File: src/rtl/bcd_pkg.sv
// Shared definitions for the sequential BCD-to-binary converter.
// Holds the FSM state encoding, digit geometry and a digit-validity helper.
package bcd_pkg;

  typedef enum logic [1:0] {
    IDLE  = 2'd0,
    SHIFT = 2'd1,
    DONE  = 2'd2
  } state_t;

  localparam int          BCD_DIGITS    = 3;
  localparam int          DIGIT_W       = 4;
  localparam logic [3:0]  BCD_MAX_DIGIT = 4'd9;

  function automatic logic digit_invalid(input logic [DIGIT_W-1:0] d);
    return d > BCD_MAX_DIGIT;
  endfunction

endpackage

File: src/rtl/bcd_digit_adj.sv
// Reverse double-dabble digit correction: a shifted BCD digit of 8 or more
// had a borrow-in of ten from the digit above, so it is pulled back by 3.
module bcd_digit_adj
  import bcd_pkg::*;
(
  input  logic [DIGIT_W-1:0] d,
  output logic [DIGIT_W-1:0] q
);

  assign q = (d >= 4'd8) ? (d - 4'd3) : d;

endmodule

File: src/rtl/bcd_to_bin_seq.sv
// Iterative three-digit BCD to binary converter (reverse double-dabble),
// one shift/correct step per cycle, BIN_W steps per conversion.
module bcd_to_bin_seq
  import bcd_pkg::*;
#(
  parameter int BIN_W = 10
) (
  input  logic             clk,
  input  logic             reset_n,
  input  logic             start,
  input  logic [3:0]       hundreds,
  input  logic [3:0]       tens,
  input  logic [3:0]       ones,
  output logic             busy,
  output logic             done,
  output logic             error,
  output logic [BIN_W-1:0] binary,
  output logic [1:0]       dbg_state
);

  // Handshake: start is accepted only in IDLE, which latches the digits.
  // busy stays high for exactly BIN_W cycles, then done pulses for one cycle
  // with binary/error valid; they hold until the next done. No queueing.

  localparam int SR_W  = BCD_DIGITS * DIGIT_W + BIN_W;
  localparam int CNT_W = $clog2(BIN_W + 1);
  localparam logic [CNT_W-1:0] LAST_ITER = CNT_W'(BIN_W - 1);

  state_t           state_q, state_d;
  logic [SR_W-1:0]  sr_q, sr_d;
  logic [CNT_W-1:0] cnt_q, cnt_d;
  logic             err_q, err_d;
  logic [BIN_W-1:0] binary_q, binary_d;
  logic             error_q, error_d;

  logic [SR_W-1:0]    sr_shift;
  logic [SR_W-1:0]    sr_adj;
  logic [DIGIT_W-1:0] adj [BCD_DIGITS];

  assign sr_shift = sr_q >> 1;

  for (genvar g = 0; g < BCD_DIGITS; g++) begin : g_adj
    bcd_digit_adj u_adj (
      .d (sr_shift[BIN_W + g*DIGIT_W +: DIGIT_W]),
      .q (adj[g])
    );
  end

  always_comb begin
    sr_adj = sr_shift;
    for (int i = 0; i < BCD_DIGITS; i++) begin
      sr_adj[BIN_W + i*DIGIT_W +: DIGIT_W] = adj[i];
    end
  end

  always_comb begin
    state_d  = state_q;
    sr_d     = sr_q;
    cnt_d    = cnt_q;
    err_d    = err_q;
    binary_d = binary_q;
    error_d  = error_q;
    case (state_q)
      IDLE: begin
        if (start) begin
          sr_d    = {hundreds, tens, ones, {BIN_W{1'b0}}};
          cnt_d   = '0;
          err_d   = digit_invalid(hundreds) | digit_invalid(tens) | digit_invalid(ones);
          state_d = SHIFT;
        end
      end
      SHIFT: begin
        sr_d  = sr_adj;
        cnt_d = cnt_q + CNT_W'(1);
        // The final step's result goes straight to the output register.
        if (cnt_q == LAST_ITER) begin
          state_d  = DONE;
          binary_d = err_q ? '0 : sr_adj[BIN_W-1:0];
          error_d  = err_q;
        end
      end
      DONE:    state_d = IDLE;
      default: state_d = IDLE;
    endcase
  end

  always_ff @(posedge clk or negedge reset_n) begin
    if (!reset_n) begin
      state_q  <= IDLE;
      sr_q     <= '0;
      cnt_q    <= '0;
      err_q    <= 1'b0;
      binary_q <= '0;
      error_q  <= 1'b0;
    end else begin
      state_q  <= state_d;
      sr_q     <= sr_d;
      cnt_q    <= cnt_d;
      err_q    <= err_d;
      binary_q <= binary_d;
      error_q  <= error_d;
    end
  end

  assign busy      = (state_q == SHIFT);
  assign done      = (state_q == DONE);
  assign error     = error_q;
  assign binary    = binary_q;
  assign dbg_state = state_q;

endmodule
File: config.mk
export PLATFORM = sky130hd
export DESIGN_NAME = bcd_to_bin_seq
export DESIGN_NICKNAME = d
export VERILOG_FILES = /design/src/rtl/bcd_pkg.sv /design/src/rtl/bcd_digit_adj.sv /design/src/rtl/bcd_to_bin_seq.sv
export SDC_FILE = /design/constraint.sdc
export NUM_CORES = 1
export LEC_CHECK = 0
export ABC_AREA = 1
export CAP_MARGIN = 20
export CORE_ASPECT_RATIO = 1.5
export CORE_MARGIN = 1.5
export CORE_UTILIZATION = 56
export CTS_CLUSTER_SIZE = 20
export DETAILED_ROUTE_END_ITERATION = 8
export PLACE_DENSITY = 0.91
export REMOVE_ABC_BUFFERS = 1
export SLEW_MARGIN = 30
export SYNTH_ARGS = -nofsm -noshare
export SYNTH_HDL_FRONTEND = slang
export SYNTH_SLANG_ARGS = --single-unit
File: constraint.sdc
create_clock -name clk -period 2.2 [get_ports clk]
set_clock_uncertainty 0.1 [all_clocks]
set_input_delay 0.44 -clock clk [delete_from_list [all_inputs] [get_ports clk]]
set_output_delay 0.44 -clock clk [all_outputs]
set_load 0.01 [all_outputs]
==> metrics.md <==
| Metric | Value |
|---|---|
| Total global-route track usage | `24.23%` |
| Fraction of layout cells with a size suffix above 1 | `under 10%` |
| Required time of the critical path | `1.66 ns` |
| Area leader, netlist | `dfrtp_1` |
| Crit path DAT | `around 1.6 ns` |
| Net switching power | `1.135 mW` |
| Largest net degree at the start of global routing | `40` |
| Worst-path maximum fanout | `4` |
| Peak supply drop | `0.9194 mV` |
| H-Tree Depth | `2` |
| Worst Setup End Kind | `output port` |
| Core area | `0.003128 sq mm` |
| Unrepaired setup endpoints after global routing | `no` |
| Largest cells by area after synthesis | `dfrtp_1 53%, nand2_1 13%, nand3_1 5.7%` |
| Sw Ratio | `36.63%` |
| Routed Antenna Nets | `0` |
| Internal power | `1.963 mW` |
| Half-perimeter wire length after placement | `2603 microns` |
| Total die area | `0.003635 sq mm` |
| Nets | `272` |
| Sink Count | `39` |
| # rows | `25` |
| CTS resizes | `0` |
| Synthesized area | `0.001834 sq mm` |
| Largest family of logic cells by synthesized area | `simple AND/OR/NAND/NOR gates` |
| CTS Buf Count | `5` |
| Cells after Synth | `approximately 220` |
| Clk pin slew, worst setup/hold paths | `0.07 ns` |
| Die W | `49.73 microns` |
| Vias/cell | `5.408` |
| IO buf count | `29` |
| Slew @ Worst Pin | `0.3690 ns` |
| WL final | `3819 microns` |
| Maxcap violations | `0` |
| Setup TNS | `0 ns` |
| N_diodes | `0` |
| Mean Syn Cell Area | `8.376 sq um` |
| Post-synth top area share | `between 50% and 60%` |
| Register area | `975.9 sq um` |
| Placed inst area | `0.002162 sq mm` |
| Minimum clock period | `2.092 ns` |
| Simple-Gate Fraction of Synth Area | `23.33%` |
| Post-route cell area | `0.002295 sq mm` |
| 1st-iter DRT viols | `61` |
| Outcome | `finished, violations left` |
| WL/cell | `13.08 microns` |
| Register area share after synthesis | `53.21%` |
| Post-Synth Adder-Cell Area | `4.093%` |
| Clk pwr share | `22.6%` |
| Initial DRT Pass Iterations | `4` |
| # setup viols final | `0` |
| Initial antenna violation count | `0` |
| Initial core utilization | `58.64%` |
| Hold Path Class | `input port to async pin` |
| Grt ovf | `0` |
| Residual DRC | `0` |
| GPL Wtd Cong | `approximately 0.83` |
| Post-synthesis compound-gate area fraction | `11.32%` |
| R2R Setup Slk | `~0.61 ns` |
| Hold Fails Final Rpt | `5` |
| Global-route wire length before repair | `between 6000 and 7000 microns` |
| Yosys warning count | `0` |
| Relative slew slack | `75.31%` |
| Type of origin of the critical path | `register` |
| Pleak | `1.090 nW` |
| Hold_ws | `-0.003842 ns` |
| Area of the multi-input gates | `slightly above 700 sq um` |
| Routed vias | `1579` |
| PD cells | `roughly 1300 mW/mm^2` |
| Post-synthesis xor/xnor area fraction | `0%` |
| #FFs+latches synth | `39` |
| Post-synthesis mux area share | `0%` |
| Clk buf depth | `2` |
| Area added between synthesis and finish | `25.10%` |
| Max Freq | `0.4780 GHz` |
| CTS root buf | `clkbuf_8` |
| # IOs | `30` |
| Post-layout total power | `3.097 mW` |
| Max Slew Vio Count | `0` |
| CTS tree | `yes` |
| Sequential share of power | `39.2%` |
| Postcts setup bufs | `0` |
| Combinational share of power | `38.2%` |
| Failing checks | `negative hold slack` |
| Synth cell types | `20` |
| Fillers | `234` |
| Setup Crit Path Kind | `register to output port` |
| Die height | `73.10 microns` |
| Clock latency at the later pin of the worst-skew pair | `0.29 ns` |
| Final Cycle Share | `95.08%` |
| Hold_buf cts | `0` |
| Vias in the first global route | `1445` |
==> power by group through the flow <==
stage,sequential [mW],combinational (mW),clock [mW]
floorplan,1.21,0.714,0
global placement,1.21,1.11,0
detailed placement,1.22,1.16,0
CTS,1.21,1.19,0.708
global route,1.26,1.33,0.738
finish,1.22,1.18,0.699
==> registers in the layout (all words and copies together) (netlist names) <==
name	count
sr_q	21
cnt_q	4
dbg_state	2
binary	10
error	1
err_q	1
==> worst paths after layout <==
check                           cells after the start                      from                     to
worst max-delay path                                3  dbg_state[1]$_DFFE_PN0P_                   done
worst min-delay path                                2                   reset_n  binary[1]$_DFFE_PN0P_
worst max register to register                      5  dbg_state[0]$_DFFE_PN0P_  binary[7]$_DFFE_PN0P_
worst min register to register                      2         error$_DFFE_PN0P_      error$_DFFE_PN0P_
max in group asynchronous                           2                   reset_n   sr_q[17]$_DFFE_PN0P_
min in group clk                                    2         error$_DFFE_PN0P_      error$_DFFE_PN0P_
==> synth_stat cells <==
cell       n
buf_2      4
inv_2      1
a21oi_1    5
o211ai_1   1
inv_1     25
nor2_4     1
nand2_2    2
o21ai_0   20
nand2_1   62
nand3_1   21
dfrtp_1   39
buf_6      1
o22ai_1    8
nor2_2     1
buf_4      2
nand3b_1   2
clkbuf_1   1
o21ai_1    5
nor2_1    12
ha_1       6
==> cell type report <==
class / count / share of cell area (%)
flip-flops and latches: 39 / 42.53
multi-input cells: 146 / 30.97
repair buffers: 33 / 14.29
inverters: 26 / 4.253
clock buffers: 6 / 3.162
clock inverters: 2 / 2.617
well taps: 40 / 2.181
==> layout by cell type (no fill, tap or decap), types with 2 or more instances in the layout <==
| cell type | n |
|---|---|
| a21oi_1 | 5 |
| buf_4 | 3 |
| bufinv_16 | 2 |
| clkbuf_8 | 5 |
| clkdlybuf4s50_1 | 28 |
| dfrtp_1 | 39 |
| ha_1 | 6 |
| inv_1 | 25 |
| nand2_1 | 62 |
| nand2_2 | 2 |
| nand3_1 | 21 |
| nand3b_1 | 2 |
| nor2_1 | 12 |
| o21ai_0 | 20 |
| o21ai_1 | 5 |
| o22ai_1 | 8 |
==> metrics by stage <==
step / setup WS [ns] / instances / utilization (%) / hold WS (ns)
after floorplan: 0.6192 / 211 / - / 0.04441
after global placement: 0.3779 / 284 / 69.12 / 0.3219
after detailed placement: 0.2737 / 284 / 69.12 / 0.3204
after CTS: 0.1157 / 292 / 73.36 / 0.007593
after global routing: 0.04706 / 292 / 73.36 / 0.008379
final: 0.1081 / 292 / 73.36 / -0.003842
==> cells by family (layout without fill, tap and decap cells) <==
family                   after synthesis  after routing
AND/OR/NAND/NOR                      101            101
AO/OA/AOI/OAI                         39             39
flip-flops                            39             39
buffers and inverters                 34             67
adder cells (fa/ha/maj)                6              6
==> worst max-delay path, stage by stage (launching register included) <==
cell and delay [ns]:
dfrtp_1 0.45, inv_1 0.10, nor2_1 0.15, clkdlybuf4s50_1 0.56
==> metal layers <==
metal / wire [microns] / part of all wire, % / GRT usage [%] / vias to the layer above
met1: 1467 / 38 / 27.57 / 736
met3: 169 / 4.4 / 4.918 / 12
li1: - / - / - / 770
met5: 0 / 0 / 0 / -
met2: 2068 / 54 / 42.67 / 61
met4: 113 / 3.0 / 12.35 / 0
No activity file was read; power rests on OpenSTA's default activity.
